**src/rtl/gmii_pkg.sv**
```systemverilog
// Shared constants, FSM state and result record for the GMII testframe receive path.
package gmii_pkg;

    localparam logic [7:0]  PREAMBLE_BYTE  = 8'h55;
    localparam logic [7:0]  SFD_BYTE       = 8'hD5;
    localparam logic [31:0] CRC32_POLY     = 32'h04C1_1DB7;
    localparam logic [31:0] CRC32_RESIDUE  = 32'hC704_DD7B;
    localparam logic [31:0] NSEC_PER_SEC   = 32'd1_000_000_000;
    localparam logic [15:0] TRAILER_OCTETS = 16'd22;

    typedef enum logic [1:0] {
        ST_IDLE,
        ST_PRE,
        ST_DATA,
        ST_DROP
    } rx_state_e;

    typedef struct packed {
        logic [15:0] octets;
        logic        fcs_ok;
        logic        testframe;
        logic [63:0] seq;
        logic [47:0] tx_sec;
        logic [31:0] tx_nsec;
        logic [47:0] rx_sec;
        logic [29:0] rx_nsec;
    } testframe_result_t;

    function automatic logic [31:0] bitrev32(input logic [31:0] v);
        logic [31:0] r;
        for (int unsigned i = 0; i < 32; i++) begin
            r[i] = v[31-i];
        end
        return r;
    endfunction

endpackage

```
**src/rtl/crc32_d8.sv**
```systemverilog
// Reflected CRC-32 (Ethernet FCS) register, one octet per cycle, LSB of the octet first.
module crc32_d8
    import gmii_pkg::*;
(
    input  logic        clk_i,
    input  logic        rst_ni,
    input  logic        init_i,
    input  logic        en_i,
    input  logic [7:0]  data_i,
    output logic [31:0] crc_o
);

    localparam logic [31:0] POLY_REFL = bitrev32(CRC32_POLY);

    logic [31:0] crc_q;
    logic [31:0] crc_d;

    always_comb begin
        crc_d = crc_q;
        for (int unsigned i = 0; i < 8; i++) begin
            if (crc_d[0] ^ data_i[i]) begin
                crc_d = {1'b0, crc_d[31:1]} ^ POLY_REFL;
            end else begin
                crc_d = {1'b0, crc_d[31:1]};
            end
        end
    end

    always_ff @(posedge clk_i or negedge rst_ni) begin
        if (!rst_ni) begin
            crc_q <= '1;
        end else if (init_i) begin
            crc_q <= '1;
        end else if (en_i) begin
            crc_q <= crc_d;
        end
    end

    assign crc_o = crc_q;

endmodule

```
**src/rtl/gmii_testframe_parser.sv**
```systemverilog
// GMII receive parser: frame delineation, FCS check, SFD timestamp, trailer extraction
// and one-way latency against the transmit timestamp embedded before the FCS.
module gmii_testframe_parser
    import gmii_pkg::*;
#(
    parameter int unsigned C_MIN_TESTFRAME   = 64,
    parameter int unsigned C_MAX_LATENCY_SEC = 1
) (
    input  logic        clk,
    input  logic        resetn,
    input  logic [7:0]  gmii_d,
    input  logic        gmii_en,
    input  logic        gmii_er,
    input  logic [47:0] sec,
    input  logic [29:0] nsec,
    output logic        res_valid,
    output logic [15:0] res_octets,
    output logic        res_fcs_ok,
    output logic        res_testframe,
    output logic [63:0] res_seq,
    output logic [47:0] res_tx_sec,
    output logic [31:0] res_tx_nsec,
    output logic [47:0] res_rx_sec,
    output logic [29:0] res_rx_nsec,
    output logic [31:0] res_latency_nsec
);

    localparam logic [15:0] MIN_OCTETS = 16'(C_MIN_TESTFRAME);
    localparam logic [47:0] MAX_SEC    = 48'(C_MAX_LATENCY_SEC);

    rx_state_e state_q, state_d;
    logic      sfd_hit, data_byte, frame_end;

    logic        seen_idle_q;
    logic [47:0] cap_sec_q;
    logic [29:0] cap_nsec_q;
    logic [15:0] octets_q;
    logic        err_q;
    logic [175:0] sr_q;
    logic [31:0] crc;

    logic              end_q;
    logic              fin_valid_q;
    testframe_result_t fin_q, fin_d;
    logic              lat_valid_q;
    logic [31:0]       lat_q, lat_d;
    logic              res_valid_q;
    testframe_result_t res_q;
    logic [31:0]       res_lat_q;

    crc32_d8 u_crc (
        .clk_i  (clk),
        .rst_ni (resetn),
        .init_i (sfd_hit),
        .en_i   (data_byte),
        .data_i (gmii_d),
        .crc_o  (crc)
    );

    // seen_idle_q stays low until en=0 is observed, so a reset released mid-frame lands in DROP.
    always_comb begin
        state_d   = state_q;
        sfd_hit   = 1'b0;
        data_byte = 1'b0;
        frame_end = 1'b0;
        case (state_q)
            ST_IDLE: begin
                if (gmii_en) begin
                    state_d = (seen_idle_q && gmii_d == PREAMBLE_BYTE) ? ST_PRE : ST_DROP;
                end
            end
            ST_PRE: begin
                if (!gmii_en) begin
                    state_d = ST_IDLE;
                end else if (gmii_d == SFD_BYTE) begin
                    state_d = ST_DATA;
                    sfd_hit = 1'b1;
                end else if (gmii_d != PREAMBLE_BYTE) begin
                    state_d = ST_DROP;
                end
            end
            ST_DATA: begin
                if (gmii_en) begin
                    data_byte = 1'b1;
                end else begin
                    frame_end = 1'b1;
                    state_d   = ST_IDLE;
                end
            end
            ST_DROP: begin
                if (!gmii_en) begin
                    state_d = ST_IDLE;
                end
            end
            default: state_d = ST_IDLE;
        endcase
    end

    always_ff @(posedge clk or negedge resetn) begin
        if (!resetn) begin
            state_q     <= ST_IDLE;
            seen_idle_q <= 1'b0;
            cap_sec_q   <= '0;
            cap_nsec_q  <= '0;
            octets_q    <= '0;
            err_q       <= 1'b0;
            sr_q        <= '0;
            end_q       <= 1'b0;
        end else begin
            state_q     <= state_d;
            seen_idle_q <= seen_idle_q | ~gmii_en;
            end_q       <= frame_end;
            if (sfd_hit) begin
                cap_sec_q  <= sec;
                cap_nsec_q <= nsec;
                octets_q   <= '0;
                err_q      <= 1'b0;
                sr_q       <= '0;
            end else if (data_byte) begin
                if (octets_q != 16'hFFFF) begin
                    octets_q <= octets_q + 16'd1;
                end
                if (gmii_er) begin
                    err_q <= 1'b1;
                end
                sr_q <= {sr_q[167:0], gmii_d};
            end
        end
    end

    // Capture registers stay untouched until the next SFD (at least two cycles away), so the freeze reads them directly.
    always_comb begin
        fin_d         = '0;
        fin_d.octets  = octets_q;
        fin_d.rx_sec  = cap_sec_q;
        fin_d.rx_nsec = cap_nsec_q;
        fin_d.fcs_ok  = (bitrev32(crc) == CRC32_RESIDUE) && !err_q;
        if (octets_q >= TRAILER_OCTETS) begin
            fin_d.seq     = sr_q[175:112];
            fin_d.tx_sec  = sr_q[111:64];
            fin_d.tx_nsec = sr_q[63:32];
        end
        fin_d.testframe = fin_d.fcs_ok && (octets_q >= TRAILER_OCTETS) &&
                          (octets_q >= MIN_OCTETS) && (fin_d.tx_nsec < NSEC_PER_SEC);
    end

    // Beyond 4 s of difference no latency fits in 32 bits, so only dsec[2:0] enters the product.
    logic [47:0] dsec;
    logic [63:0] span;
    always_comb begin
        dsec  = fin_q.rx_sec - fin_q.tx_sec;
        span  = 64'(dsec[2:0]) * 64'(NSEC_PER_SEC) + 64'(fin_q.rx_nsec) - 64'(fin_q.tx_nsec);
        lat_d = '1;
        if (fin_q.testframe && dsec <= MAX_SEC && dsec < 48'd8 && span < 64'h0000_0000_FFFF_FFFF) begin
            lat_d = span[31:0];
        end
    end

    always_ff @(posedge clk or negedge resetn) begin
        if (!resetn) begin
            fin_valid_q <= 1'b0;
            fin_q       <= '0;
            lat_valid_q <= 1'b0;
            lat_q       <= '0;
            res_valid_q <= 1'b0;
            res_q       <= '0;
            res_lat_q   <= '0;
        end else begin
            fin_valid_q <= end_q;
            lat_valid_q <= fin_valid_q;
            res_valid_q <= lat_valid_q;
            if (end_q) begin
                fin_q <= fin_d;
            end
            if (fin_valid_q) begin
                lat_q <= lat_d;
            end
            if (lat_valid_q) begin
                res_q     <= fin_q;
                res_lat_q <= lat_q;
            end
        end
    end

    assign res_valid        = res_valid_q;
    assign res_octets       = res_q.octets;
    assign res_fcs_ok       = res_q.fcs_ok;
    assign res_testframe    = res_q.testframe;
    assign res_seq          = res_q.seq;
    assign res_tx_sec       = res_q.tx_sec;
    assign res_tx_nsec      = res_q.tx_nsec;
    assign res_rx_sec       = res_q.rx_sec;
    assign res_rx_nsec      = res_q.rx_nsec;
    assign res_latency_nsec = res_lat_q;

endmodule
```
**config.mk**
```make
export PLATFORM = sky130hd
export DESIGN_NAME = gmii_testframe_parser
export DESIGN_NICKNAME = d
export VERILOG_FILES = /design/src/rtl/gmii_pkg.sv /design/src/rtl/crc32_d8.sv /design/src/rtl/gmii_testframe_parser.sv
export SDC_FILE = /design/constraint.sdc
export NUM_CORES = 2
export LEC_CHECK = 0
export ABC_AREA = 1
export BUFFER_PORTS_ARGS = -buffer_cell sky130_fd_sc_hd__buf_4
export CAP_MARGIN = 20
export CORE_ASPECT_RATIO = 1.25
export CORE_MARGIN = 2
export CORE_UTILIZATION = 30
export DETAILED_ROUTE_END_ITERATION = 8
export SLEW_MARGIN = 20
export SYNTH_ARGS = -nofsm -noshare
export SYNTH_HDL_FRONTEND = slang
export SYNTH_HIERARCHICAL = 1
export SYNTH_SLANG_ARGS = --single-unit
export TNS_END_PERCENT = 1
```
**constraint.sdc**
```tcl
create_clock -name clk -period 5.7 [get_ports clk]
set_input_delay 1.14 -clock clk [delete_from_list [all_inputs] [get_ports clk]]
set_output_delay 1.14 -clock clk [all_outputs]
set_load 0.05 [all_outputs]
```
# [Word level (Yosys, flattened, before mapping)]
# Cells that the tools add are included.
[word_totals] regBits=854 inputBits=90 out_inout_bits=273 elab_cells=121
[op_classes] addsub=4 multipliers=1 magnitude_cmp=6 eq_ne=11 mux=34 n_bitwise=18 reduce_logical=17
[op_table] op="two-way mux 176 bit" n=2
[op_table] op="two-way mux 32 bit" n=11
[op_table] op="two-way mux 144 bit" n=1
[op_table] op="NOT 13 -> 14 bit" n=8
[op_table] op="< comparator 64 x 32 -> 1 bit (second input constant)" n=1
[op_table] op="less-or-equal comparator 48 x 1 -> 1 bit (second input constant)" n=1
[op_table] op="< comparator 48 x 4 -> 1 bit (second input constant)" n=1
[op_table] op="two-way mux 16 bit" n=3
[op_table] op="subtractor 48 bit" n=1
[op_table] op="subtractor 34 x 32 -> 35 bit" n=1
[op_table] op="adder 33 x 30 -> 34 bit" n=1
[op_table] op="equality test 32 bit (second input constant)" n=1
[op_table] op="< comparator 32 x 30 -> 1 bit (second input constant)" n=1
[op_table] op="multiplier 3 x 21 -> 24 bit (second input constant)" n=1
[op_table] op="adder 16 x 1 -> 16 bit (second input constant)" n=1
[op_table] op=">= comparator 16 x 5 -> 1 bit (second input constant)" n=1
[op_table] op=">= comparator 16 x 7 -> 1 bit (second input constant)" n=1
[op_table] op="inequality test 16 bit (second input constant)" n=1
[op_table] op="two-way mux 2 bit" n=6
[op_table] op="two-way mux 1 bit" n=10
[op_table] op="equality test 8 x 7 -> 1 bit (second input constant)" n=1
[op_table] op="equality test 8 bit (second input constant)" n=1
[op_table] op="logical AND 1 bit" n=8
[op_table] op="inequality test 8 x 7 -> 1 bit (second input constant)" n=1
[op_table] op="other kinds (14)" n=26

# [Depth between registers and ports, before layout]
[depth] ltp_word=18 mapped_depth=38 depth_no_buf=36

# [Hierarchy]
# Netlist, hierarchy kept.
[by_module_without_submodules] module="gmii_testframe_parser" n_inst=1 cells_per_inst=4495 area_each_um2=39585.5 seq_area_each_um2=20569.7
[by_module_without_submodules] module="crc32_d8" n_inst=1 cells_per_inst=357 area_each_um2=2433.6 seq_area_each_um2=840.8

# [Least setup slack after synthesis]
# No wires, ideal clock.
[synth_path] path_kind="register to register" from="reg fin_q[30] (netlist name)" to="reg lat_q[21]" setup_time_ns=0.113 t_arrival_ns=5.665 t_required_ns=5.587 setup_slack_ns=-0.078 path_stages_with_launch=38 path_buffers=2 synth_period_minus_slack_ns=5.778 cell_sequence="dfrtp_1 > inv_1 > ha_1 > inv_1 > fa_1 > or2_2 > nand2_1 > inv_1 > ha_1 > ha_1 > clkbuf_1 > nand3_1 > nand2_1 > inv_1 > o21bai_1 > nand3_1 > nand2_1 > nand2_1 > (+2 left out) > nand2_1 > xor2_1 > fa_1 > ha_1 > nand2_1 > nor3_1 > nand2_1 > nor2_1 > nor2_1 > nand3_1 > nand2_1 > nor2_2 > nand2_2 > nor2_8 > buf_8 > nand4_1 > nand2_1 > inv_1"
[synth_via] elab_chain_cells=7 elab_cells_between_ends=11 cone_classes="add/sub: 3; mul: 1; order compare: 3; mux: 1; reduce/logical: 3"
[synth_rtl] item="from (decl)" line_no="gmii_testframe_parser.sv:44" rtl="testframe_result_t fin_q, fin_d;"
[synth_rtl] item="from (signal assigned)" line_no="gmii_testframe_parser.sv:173" rtl="fin_q <= fin_d;"
[synth_rtl] item="subtractor 48 bit (*)" line_no="gmii_testframe_parser.sv:151" rtl="dsec = fin_q.rx_sec - fin_q.tx_sec;"
[synth_rtl] item="multiplier 3 x 21 -> 24 bit" line_no="gmii_testframe_parser.sv:152" rtl="span = 64'(dsec[2:0]) * 64'(NSEC_PER_SEC) + 64'(fin_q.rx_nsec) - 64'(fin_q.tx_nsec);"
[synth_rtl] item="adder 33 x 30 -> 34 bit" line_no="gmii_testframe_parser.sv:152"
[synth_rtl] item="subtractor 34 x 32 -> 35 bit" line_no="gmii_testframe_parser.sv:152"
[synth_rtl] item="< comparator 64 x 32 -> 1 bit" line_no="gmii_testframe_parser.sv:154" rtl="if (fin_q.testframe && dsec <= MAX_SEC && dsec < 48'd8 && span < 64'h0000_0000_FFFF_FFFF) begin"
[synth_rtl] item="logical AND 1 bit" line_no="gmii_testframe_parser.sv:154"
[synth_rtl] item="two-way mux 32 bit (*)" line_no="gmii_testframe_parser.sv:154"
[synth_rtl] item="to (signal assigned)" line_no="gmii_testframe_parser.sv:176" rtl="lat_q <= lat_d;"
[synth_rtl] item="to (decl)" line_no="gmii_testframe_parser.sv:46" rtl="logic [31:0] lat_q, lat_d;"
# Every way passes the cells marked *; elsewhere a longest branch is shown, timed or not.
# A chain may end at the register's enable or synchronous reset.

# [Worst setup path after layout]
[layout_path] from="reg fin_q[30] (netlist name)" to="reg lat_q[10]"
# Same word-level chain as after synthesis.

==> results.py <==
metrics = {
    "logic_synthesis": {
        "netlist_top_cells_area": "dfrtp_1, nand2_1, inv_1",
        "synth-edff-count": 0,
        "synth_warnings": 6,
        "synthFlopType": "dfrtp_1",
        "synth-seq-cells": 854,
        "synthCells": 4852,
        "synth_cell_types": 60,
        "netlist_area_um2": 42000,
        "syn_area_per_cell_um2": 8.66,
        "ys_seq_area_share_pct": 51.0,
        "synth_common_cells": "nand2_1, dfrtp_1, inv_1, nor2_1, nand3_1",
        "netlist.top_cell.by_area": "dfrtp_1",
        "syn_nets": 5074,
        "async_flop_share_pct": 100,
        "yosysMostFrequentCell": "nand2_1",
        "synth_top_area_share_pct": 49.0,
    },
    "cells_and_area": {
        "layout.cells.non_filler": 7213,
        "area_growth_pct": 23.2,
        "nets": 5500,
        "design_area_um2": 51800,
        "drive_gt1_share_pct": 21.2,
    },
    "setup_path": {
        "startpoint_type": "register",
        "critPathSlowestCell": "fa_1",
        "path_class": "reg -> reg",
        "crit_required_ps": 6300,
        "startpoint": "fin_q[30]",
        "end_kind": "register",
        "r2r_cells": 33,
        "cp_common_cell": "ha_4",
        "r2r-start": "fin_q[30]",
        "crit_arrival_ps": 6130,
        "path_max_fanout": 8,
        "slowest_delay_ps": 550,
    },
    "die": {
        "die_h_um": 422,
        "initial_core_util_pct": 30.2,
        "rows": 153,
        "die_w_um": 339,
        "pin_count": 363,
        "die-area_um2": 143000,
        "core_um2": 139000,
    },
    "global_routing": {
        "track_usage_pct": 18.6,
        "first_global_vias": 33700,
        "grt_pass1_wl_um": 206000,
        "grt_overflow": 0,
        "grt_start_max_net_pins": 192,
        "antenna_found_initial": 0,
    },
    "placed_design": {
        "portBuffers": 362,
        "dp_hpwl_um": 98900,
        "gp_congestion": 0.924,
        "placedCellCount": 7020,
        "place_area_um2": 47500,
    },
    "flow_run": {
        "drv_cap": 0,
    },
    "route": {
        "avgViaCountPerCell": 4.70,
        "wire_per_inst_um": 18.8,
        "drt_pass1_iterations": 6,
        "wl_um": 135000,
        "vias": 33900,
        "drtIter0Drc": 2157,
        "ant_nets": 0,
        "remaining_drc_errors": 0,
    },
    "timing": {
        "rsz0062_at_grt": "yes",
        "finClkSkew_ps": 39.1,
        "post-route-period-util_pct": 97.1,
        "min_period_ps": 5540,
        "hold_viol": 0,
        "fmax_mhz": 181,
        "hold_slack_ps": 435,
        "tightest_slew_ps": 1100,
        "finalSetupViolations": 0,
        "slew-limit-headroom_pct": 26.6,
        "report.final.slew_viol_count": 0,
    },
    "clock_network": {
        "cts_buffers": 93,
        "tritoncts": "yes",
        "clk_latency_ps": 710,
        "clockRootBuffer": "clkbuf_16",
        "clk_path_buf_depth": 3,
        "htreeDepth": 3,
        "clk_pin_slew_ps": 60,
        "hold_buffers": 0,
        "cts_sinks": 854,
    },
    "outcome": {
        "status": "completed",
    },
    "hold_path": {
        "min_path_type": "in -> async",
    },
}
-- registers in the layout, summed over array words and instances, names as in the netlist, 30 cells and up --
name and flops:
res_seq 64, lat_q 32, res_rx_nsec 30, cap_nsec_q 30, res_rx_sec 48, res_tx_nsec 32, res_latency_nsec 32, cap_sec_q 48
u_crc/crc_o 32, sr_q 176, res_tx_sec 48, fin_q 240
-- cell usage in the layout, fill, tap and decap left out, types with 16 or more instances in the layout --
cell type	n
buf_4	490
clkbuf_16	100
nand3b_1	20
nand3_2	16
dfstp_2	32
fa_1	24
nand2_1	1315
or2_2	36
ha_1	90
dfrtp_1	820
ha_4	17
o21ai_0	141
nor2_2	19
nand2_2	51
clkbuf_8	17
a22oi_1	174
a21oi_1	196
nor3_1	19
xor2_1	48
nor2_1	284
mux2_2	192
a21oi_2	16
nand4_1	66
inv_2	16
nand3_1	262
inv_1	645
clkinv_2	18
-- logic make-up (layout without fill, tap and decap cells) --
group	count (synthesis)	count (layout)	synth area share, %
AO/OA/AOI/OAI	604	604	8.59
XOR/XNOR	62	62	1.31
adder cells (fa/ha/maj)	132	132	4.38
buffers and inverters	861	1361	7.88
flip-flops	854	854	51.0
multiplexers	195	195	5.22
other	0	1	0
AND/OR/NAND/NOR	2144	2144	21.7
-- timing repair --
item | in CTS | in global routing
pin swaps | 13 | 80
setup endpoints to repair | 32 | 32
gates resized for setup | 36 | 120
setup buffers | 3 | 14
gates cloned | 2 | 5
-- through the flow --
step | utilization, % | worst slack (ps) | setup TNS, ps
4_1_cts | 36.7 | 15.2 | 0
2_1_floorplan | - | 67.7 | 0
3_3_place_gp | 34.2 | -273 | -8580
5_1_grt | 37.2 | -116 | -2680
6_report | 37.2 | 165 | 0
3_5_place_dp | 34.2 | -389 | -11640
-- final cells by class --
type / count / area, um^2
fillers: 14200 / 87400
diodes: 1 / 2.50
flip-flops and latches: 854 / 21400
inverters: 672 / 2550
repair buffers: 520 / 4220
clock buffers: 123 / 2670
multi-input cells: 3137 / 18000
clock inverters: 46 / 611
well taps: 1860 / 2330
-- final timing paths --
| path | to | slack, ps |
|---|---|---|
| hold / removal | fin_q[148] | 440 |
| setup / recovery | lat_q[10] | 160 |
| hold reg to reg | fin_q[51] | 460 |
| max in group asynchronous | res_tx_sec[22] | 3950 |
| min in group clk | fin_q[51] | 460 |
| setup reg to reg | lat_q[10] | 160 |
-- layer usage --
metal | global-route usage (%) | routed length [um] | share of wire [%]
met5 | 0 | 0 | 0
met4 | 8.53 | 6610 | 4.9
met3 | 2.64 | 5900 | 4.4
met2 | 31.5 | 65300 | 48
met1 | 23.4 | 57600 | 43
-- critical path, delay by kind of cell, from the launching register on --
kind	cells	cell delay (ps)
xor+xnor	2	450
fa+ha+maj	6	1730
compound gates	6	790
buf+inv	11	1000
flops	1	370
simple gates	8	1060
Power is left out: the tool's default activity adds up to more than one toggle a clock period on the data nets, which glitch-free logic cannot reach.
